## config.mk

```make
export PLATFORM = sky130hd
export DESIGN_NAME = instr_encoder
export DESIGN_NICKNAME = d
export VERILOG_FILES = /design/src/rtl/mips_pkg.sv /design/src/rtl/instr_field_pack.sv /design/src/rtl/instr_encoder.sv
export SDC_FILE = /design/constraint.sdc
export NUM_CORES = 1
export LEC_CHECK = 0
export CORE_ASPECT_RATIO = 1.4
export CORE_MARGIN = 2
export CORE_UTILIZATION = 38
export DETAILED_ROUTE_END_ITERATION = 6
export PLACE_DENSITY = 0.76
export SETUP_SLACK_MARGIN = 0.1
export SYNTH_ARGS = -nofsm -noshare
export SYNTH_HDL_FRONTEND = slang
export SYNTH_SLANG_ARGS = --single-unit
export TNS_END_PERCENT = 20
```

## constraint.sdc

```tcl
create_clock -name clk_i -period 1.85 [get_ports clk_i]
set_input_delay 0.185 -clock clk_i [delete_from_list [all_inputs] [get_ports clk_i]]
set_output_delay 0.185 -clock clk_i [all_outputs]
set_load 0.01 [all_outputs]
```

## src/rtl/mips_pkg.sv

```systemverilog
// Shared MIPS encoder definitions: op classes, opcodes, request field bundle and FSM states.
package mips_pkg;

   localparam int unsigned XLEN    = 32;
   localparam int unsigned REG_W   = 5;
   localparam int unsigned OP_W    = 6;
   localparam int unsigned CLASS_W = 4;
   localparam int unsigned IMM_W   = 16;
   localparam int unsigned TGT_W   = 26;

   typedef enum logic [CLASS_W-1:0] {
      CL_R_TYPE = 4'd0,
      CL_ADDI   = 4'd1,
      CL_SLTIU  = 4'd2,
      CL_BEQ    = 4'd3,
      CL_LUI    = 4'd4,
      CL_ORI    = 4'd5,
      CL_BNE    = 4'd6,
      CL_LW     = 4'd7,
      CL_SW     = 4'd8,
      CL_BLEZ   = 4'd9,
      CL_BGTZ   = 4'd10,
      CL_JR     = 4'd11,
      CL_J      = 4'd12,
      CL_JAL    = 4'd13,
      CL_LI     = 4'd14,
      CL_RSVD   = 4'd15
   } op_class_e;

   localparam logic [OP_W-1:0] OP_SPECIAL = 6'b000000;
   localparam logic [OP_W-1:0] OP_J       = 6'b000010;
   localparam logic [OP_W-1:0] OP_JAL     = 6'b000011;
   localparam logic [OP_W-1:0] OP_BEQ     = 6'b000100;
   localparam logic [OP_W-1:0] OP_BNE     = 6'b000101;
   localparam logic [OP_W-1:0] OP_BLEZ    = 6'b000110;
   localparam logic [OP_W-1:0] OP_BGTZ    = 6'b000111;
   localparam logic [OP_W-1:0] OP_ADDI    = 6'b001000;
   localparam logic [OP_W-1:0] OP_SLTIU   = 6'b001011;
   localparam logic [OP_W-1:0] OP_ORI     = 6'b001101;
   localparam logic [OP_W-1:0] OP_LUI     = 6'b001111;
   localparam logic [OP_W-1:0] OP_LW      = 6'b100011;
   localparam logic [OP_W-1:0] OP_SW      = 6'b101011;
   localparam logic [OP_W-1:0] FUNCT_JR   = 6'b001000;

   typedef struct packed {
      logic [REG_W-1:0] rs;
      logic [REG_W-1:0] rt;
      logic [REG_W-1:0] rd;
      logic [REG_W-1:0] shamt;
      logic [OP_W-1:0]  funct;
      logic [XLEN-1:0]  imm;
      logic [TGT_W-1:0] target;
   } op_fields_t;

   typedef enum logic [1:0] {
      EMPTY     = 2'd0,
      FULL      = 2'd1,
      FULL_PEND = 2'd2
   } enc_state_e;

   function automatic logic [XLEN-1:0] itype(input logic [OP_W-1:0]  op,
                                             input logic [REG_W-1:0] rs,
                                             input logic [REG_W-1:0] rt,
                                             input logic [IMM_W-1:0] imm);
      return {op, rs, rt, imm};
   endfunction

   // LI needs LUI+ORI only when both halves of the constant are non-zero.
   function automatic logic li_needs_pair(input logic [XLEN-1:0] imm);
      return (|imm[XLEN-1:IMM_W]) && (|imm[IMM_W-1:0]);
   endfunction

endpackage

```

## src/rtl/instr_field_pack.sv

```systemverilog
// Combinational packing of one request into a single 32-bit MIPS word.
module instr_field_pack
   import mips_pkg::*;
(
   input  logic [CLASS_W-1:0] class_i,
   input  op_fields_t         fields_i,
   input  logic               li_lo_i,
   output logic [XLEN-1:0]    word_c_o
);

   logic [IMM_W-1:0] imm_lo;
   logic [IMM_W-1:0] imm_hi;

   assign imm_lo = fields_i.imm[IMM_W-1:0];
   assign imm_hi = fields_i.imm[XLEN-1:IMM_W];

   always_comb begin : pack
      word_c_o = '0;
      case (class_i)
         CL_R_TYPE: word_c_o = {OP_SPECIAL, fields_i.rs, fields_i.rt, fields_i.rd,
                                fields_i.shamt, fields_i.funct};
         CL_JR:     word_c_o = {OP_SPECIAL, fields_i.rs, 5'd0, 5'd0, 5'd0, FUNCT_JR};
         CL_ADDI:   word_c_o = itype(OP_ADDI,  fields_i.rs, fields_i.rt, imm_lo);
         CL_SLTIU:  word_c_o = itype(OP_SLTIU, fields_i.rs, fields_i.rt, imm_lo);
         CL_BEQ:    word_c_o = itype(OP_BEQ,   fields_i.rs, fields_i.rt, imm_lo);
         CL_BNE:    word_c_o = itype(OP_BNE,   fields_i.rs, fields_i.rt, imm_lo);
         CL_ORI:    word_c_o = itype(OP_ORI,   fields_i.rs, fields_i.rt, imm_lo);
         CL_LW:     word_c_o = itype(OP_LW,    fields_i.rs, fields_i.rt, imm_lo);
         CL_SW:     word_c_o = itype(OP_SW,    fields_i.rs, fields_i.rt, imm_lo);
         CL_LUI:    word_c_o = itype(OP_LUI,   5'd0,        fields_i.rt, imm_lo);
         CL_BLEZ:   word_c_o = itype(OP_BLEZ,  fields_i.rs, 5'd0,        imm_lo);
         CL_BGTZ:   word_c_o = itype(OP_BGTZ,  fields_i.rs, 5'd0,        imm_lo);
         CL_J:      word_c_o = {OP_J,   fields_i.target};
         CL_JAL:    word_c_o = {OP_JAL, fields_i.target};
         // li_lo_i selects the trailing ORI of a two-word expansion.
         CL_LI: begin
            if (li_lo_i) begin
               word_c_o = itype(OP_ORI, fields_i.rt, fields_i.rt, imm_lo);
            end else if (imm_hi == '0) begin
               word_c_o = itype(OP_ORI, 5'd0, fields_i.rt, imm_lo);
            end else begin
               word_c_o = itype(OP_LUI, 5'd0, fields_i.rt, imm_hi);
            end
         end
         default:   word_c_o = '0;
      endcase
   end

endmodule

```

## src/rtl/instr_encoder.sv

```systemverilog
// MIPS instruction encoder: request handshake, one-word output register with LI
// expansion slot, and an auto-incrementing write-address counter.
module instr_encoder
   import mips_pkg::*;
(
   input  logic               clk_i,
   input  logic               rst_i,
   input  logic               op_valid_i,
   output logic               op_ready_o,
   input  logic [CLASS_W-1:0] op_class_i,
   input  logic [REG_W-1:0]   rs_i,
   input  logic [REG_W-1:0]   rt_i,
   input  logic [REG_W-1:0]   rd_i,
   input  logic [REG_W-1:0]   shamt_i,
   input  logic [OP_W-1:0]    funct_i,
   input  logic [XLEN-1:0]    imm_i,
   input  logic [TGT_W-1:0]   target_i,
   input  logic               addr_load_i,
   input  logic [XLEN-1:0]    addr_base_i,
   output logic               instr_valid_o,
   input  logic               instr_ready_i,
   output logic [XLEN-1:0]    instr_o,
   output logic [XLEN-1:0]    instr_addr_o,
   output logic               err_o
);

   localparam logic [XLEN-1:0] ADDR_STEP  = XLEN'(4);
   localparam logic [XLEN-1:0] ADDR_ALIGN = ~XLEN'(3);

   enc_state_e      state_q, state_d;
   logic            valid_q, valid_d;
   logic [XLEN-1:0] word_q,  word_d;
   logic [XLEN-1:0] pend_q,  pend_d;
   logic [XLEN-1:0] addr_q,  addr_d;
   logic            err_q,   err_d;

   op_fields_t      fields;
   logic [XLEN-1:0] first_word_c;
   logic [XLEN-1:0] pend_word_c;
   logic            accept_c;
   logic            xfer_c;
   logic            rsvd_c;
   logic            li_pair_c;

   assign fields = '{rs: rs_i, rt: rt_i, rd: rd_i, shamt: shamt_i,
                     funct: funct_i, imm: imm_i, target: target_i};

   instr_field_pack u_pack_first (
      .class_i  (op_class_i),
      .fields_i (fields),
      .li_lo_i  (1'b0),
      .word_c_o (first_word_c)
   );

   // Second instance precomputes the trailing ORI so it can be parked in pend_q.
   instr_field_pack u_pack_pend (
      .class_i  (op_class_i),
      .fields_i (fields),
      .li_lo_i  (1'b1),
      .word_c_o (pend_word_c)
   );

   always_comb begin : ready_decode
      op_ready_o = 1'b0;
      case (state_q)
         EMPTY:   op_ready_o = 1'b1;
         FULL:    op_ready_o = instr_ready_i;
         default: op_ready_o = 1'b0;
      endcase
   end

   assign accept_c  = op_valid_i & op_ready_o;
   assign xfer_c    = valid_q & instr_ready_i;
   assign rsvd_c    = (op_class_i == CL_RSVD);
   assign li_pair_c = (op_class_i == CL_LI) && li_needs_pair(imm_i);

   always_comb begin : next_state
      state_d = state_q;
      valid_d = valid_q;
      word_d  = word_q;
      pend_d  = pend_q;
      addr_d  = addr_q;
      err_d   = 1'b0;

      if (xfer_c) begin
         addr_d = addr_q + ADDR_STEP;
      end

      case (state_q)
         EMPTY: begin
            if (!accept_c && addr_load_i) begin
               addr_d = addr_base_i & ADDR_ALIGN;
            end
         end
         FULL: begin
            if (xfer_c) begin
               state_d = EMPTY;
               valid_d = 1'b0;
            end
         end
         FULL_PEND: begin
            if (xfer_c) begin
               state_d = FULL;
               word_d  = pend_q;
            end
         end
         default: begin
            state_d = EMPTY;
            valid_d = 1'b0;
         end
      endcase

      // An accept only happens in EMPTY or alongside a transfer out of FULL.
      if (accept_c) begin
         if (rsvd_c) begin
            state_d = EMPTY;
            valid_d = 1'b0;
            err_d   = 1'b1;
         end else begin
            state_d = li_pair_c ? FULL_PEND : FULL;
            valid_d = 1'b1;
            word_d  = first_word_c;
            pend_d  = pend_word_c;
         end
      end
   end

   always_ff @(posedge clk_i) begin : regs
      if (rst_i) begin
         state_q <= EMPTY;
         valid_q <= 1'b0;
         word_q  <= '0;
         pend_q  <= '0;
         addr_q  <= '0;
         err_q   <= 1'b0;
      end else begin
         state_q <= state_d;
         valid_q <= valid_d;
         word_q  <= word_d;
         pend_q  <= pend_d;
         addr_q  <= addr_d;
         err_q   <= err_d;
      end
   end

   assign instr_valid_o = valid_q;
   assign instr_o       = word_q;
   assign instr_addr_o  = addr_q;
   assign err_o         = err_q;

endmodule

```

==> flow_summary.ini <==
[outcome]
status = finished, violations left
violations = negative setup slack

[pwr]
switching_share_pct = 27.8
peakVddDrop_uv = 403
clkPwrFrac_pct = 34.1
sequentialPowerShare_pct = 40.7
p_switching_mw = 1.62
p_leak_nw = 3.37
internal_power_mw = 4.22
p_per_area_mw_per_mm2 = 674
pwr-share-comb_pct = 25.1

[die]
die_y_um = 142
io_pins = 192
die_w_um = 103
num_rows = 50
coreArea_sq_mm = 0.0134
die-area_sq_mm = 0.0147
initial_core_util_pct = 38.9

[synthesis]
synth_top_area_share_pct = 37.3
ys_top_cells_by_area = dfxtp_1 (37%), a211oi_1 (7.1%), mux2i_1 (5.2%)
synthArstFlopShare_pct = 0
yosysSeqAreaShare_pct = 37.3
yosysMostFrequentCell = dfxtp_1
syn_avg_cell_area_sq_um = 8.44
syn_inst = 617
ys_seq_elements = 97
yosys.area.top_type = dfxtp_1
syn_area_sq_mm = 0.00520
yosysWarnings = 0
dominantRegCellSynth = dfxtp_1
synth_edf_count = 0
synth_cell_types = 55
synth_common_cells = dfxtp_1 (97), a211oi_1 (49), nand2_1 (47)

[timing]
period_share_pct = 103
fin_ws_ns = -0.0583
whs_ns = 0.247
period_minus_slack_ns = 1.91
rsz0062_at_grt = true
drv_slew = 0
clock_skew_ns = 0.00592
slew_headroom_pct = 65.4
finalHoldViolations = 0
setup_viol_count_final = 7
setup_tns_ns = -0.205
tightest_slew_ns = 0.519
fmax_ghz = 0.524

[grt]
grtUsageTotal_pct = 25.6
grt_pass1_wl_mm = 29.8
overflow = 0
antenna_found_initial = 0
grt_pass1_vias = 6261
grt_start_max_net_pins = 46

[clock_network]
cts_tree = built
numCtsBuffers = 9
clkTransAtPathRegs_ns = 0.07
clk_latency_ns = 0.34
clock_sinks = 97
cts-root-buf = clkbuf_16
hold_buffers = 0
clockBufferDepth = 2
h-tree-depth = 3

[worst_setup_path]
crit_arrival_ns = 2.18
crit_type = reg2reg
cp-end-kind = register
critPathLaunchType = register
crit_required_ns = 2.12
path_max_fanout = 6

[place]
place_congestion = 0.921
portBuffers = 187
dp_hpwl_mm = 14.5
place_inst = 1041

[layout]
fin_cells = 1070
diodes = 0
nNetsFinal = 1009
final_util_pct = 64.8
drive_above_1_share_pct = 22.2
syn2layout_area_growth_pct = 66.7
fill_cells = 1185

[drt]
ant_nets = 0
drt-initial-drc-count = 271
drt-wirelength-per-cell_um = 18.4
vias = 6243
wirelength_mm = 19.7
drc_errors = 0
first_pass_iters = 5
viasPerCell = 5.83

[job]
maxCapViolCount = 0

[worst_hold_path]
hp-class = in2reg
## kinds of logic after synthesis
| logic type | count (synthesis) | share of synthesized area [%] |
|---|---|---|
| buffers and inverters | 63 | 4.98 |
| XOR/XNOR | 11 | 1.85 |
| AND/OR/NAND/NOR | 199 | 20.2 |
| AO/OA/AOI/OAI | 213 | 29.1 |
| multiplexers | 32 | 6.27 |
| flip-flops | 97 | 37.3 |
| adder cells (fa/ha/maj) | 1 | 0.240 |
| other | 1 | 0.0720 |
## final cells by class
cell class,count,area (sq um),area share [%]
Multi-Input combinational cell,458,3210,37.0
Timing Repair Buffer,310,2920,33.7
Sequential cell,97,1960,22.6
Clock buffer,10,250,2.88
Tap cell,182,228,2.63
Clock inverter,6,73.8,0.851
Inverter,7,26.3,0.303
## layout by cell type (no fill, tap or decap), types with 3 or more instances in the layout
cell	instances
nor3_1	6
nand3_2	3
nand4_1	15
buf_6	8
nand2b_1	3
and4_1	3
or4_4	5
nand3_1	17
and3_1	8
o2bb2a_1	16
mux2_2	5
buf_4	107
a32oi_1	3
nor2_1	43
xor2_1	6
o21ai_0	43
or3_1	13
nor4_1	4
a21oi_1	14
inv_1	7
mux2i_1	27
a221oi_1	16
xnor2_1	5
o22ai_1	8
dfxtp_1	85
or4_1	7
nor4_4	3
a31oi_1	16
nor4_2	4
clkinv_4	4
buf_12	8
o31ai_1	6
clkdlybuf4s50_1	182
a211oi_2	12
clkbuf_16	10
a22o_1	15
dfxtp_2	10
a22oi_1	10
a211oi_1	37
nand2_1	47
## registers in the layout, summed over array words and instances (netlist names)
signal,flops
err_o,1
instr_addr_o,30
instr_o,32
instr_valid_o,1
pend_q,31
state_q,2
## power by group through the flow
| stage | Clock, mW | Sequential (mW) | Combinational (mW) |
|---|---|---|---|
| final | 2.00 | 2.38 | 1.47 |
| after global routing | 2.11 | 2.40 | 1.57 |
| after CTS | 2.03 | 2.38 | 1.41 |
| after detailed placement | 0 | 2.42 | 1.39 |
| after global placement | 0 | 2.41 | 1.35 |
| after floorplan | 0 | 2.48 | 0.485 |
## routing by layer
layer  share of wire (%)  global-route usage [%]  up-vias
met1                  36                    26.8     2991
met4                 2.9                    10.5        0
met2                  54                    48.9      289
met5                   0                       0        -
li1                    -                       -     2918
met3                 7.2                    4.52       45
## per-stage QoR
stage / cell area (sq um) / total power, mW / worst slack (ns)
2_1_floorplan: 5230 / 2.96 / 0.0964
3_3_place_gp: 8010 / 3.77 / -0.337
3_5_place_dp: 8010 / 3.81 / -0.346
4_1_cts: 8400 / 5.82 / -0.0543
5_1_grt: 8670 / 6.09 / -0.104
6_report: 8670 / 5.85 / -0.0583
## what timing repair did
action | CTS | global route
hold endpoints to repair | 0 | 0
buffers inserted | 2 | 10
resized for setup | 15 | 43
cloned | 1 | 0
pin swaps | 7 | 12
setup endpoints to repair | 32 | 62
## worst max-delay path, stage by stage (launching register included)
cell and delay (ns):
dfxtp_2 0.33, nand4_1 0.25, or4_4 0.50, buf_6 0.15
or4_1 0.46, a31oi_1 0.17
## worst paths after layout
kind                            slack [ns]                     endpoint                        start  depth (start not counted)
worst max-delay path                 -0.06  instr_addr_o[21]$_SDFF_PP0_  instr_addr_o[13]$_SDFF_PP0_                          5
worst max register to register       -0.06  instr_addr_o[21]$_SDFF_PP0_  instr_addr_o[13]$_SDFF_PP0_                          5
worst min register to register        0.46      pend_q[28]$_SDFFE_PP0P_      pend_q[28]$_SDFFE_PP0P_                          2
worst min-delay path                  0.25      pend_q[22]$_SDFFE_PP0P_                        rst_i                          2
Note: power is estimated with default switching activity, not from simulation.
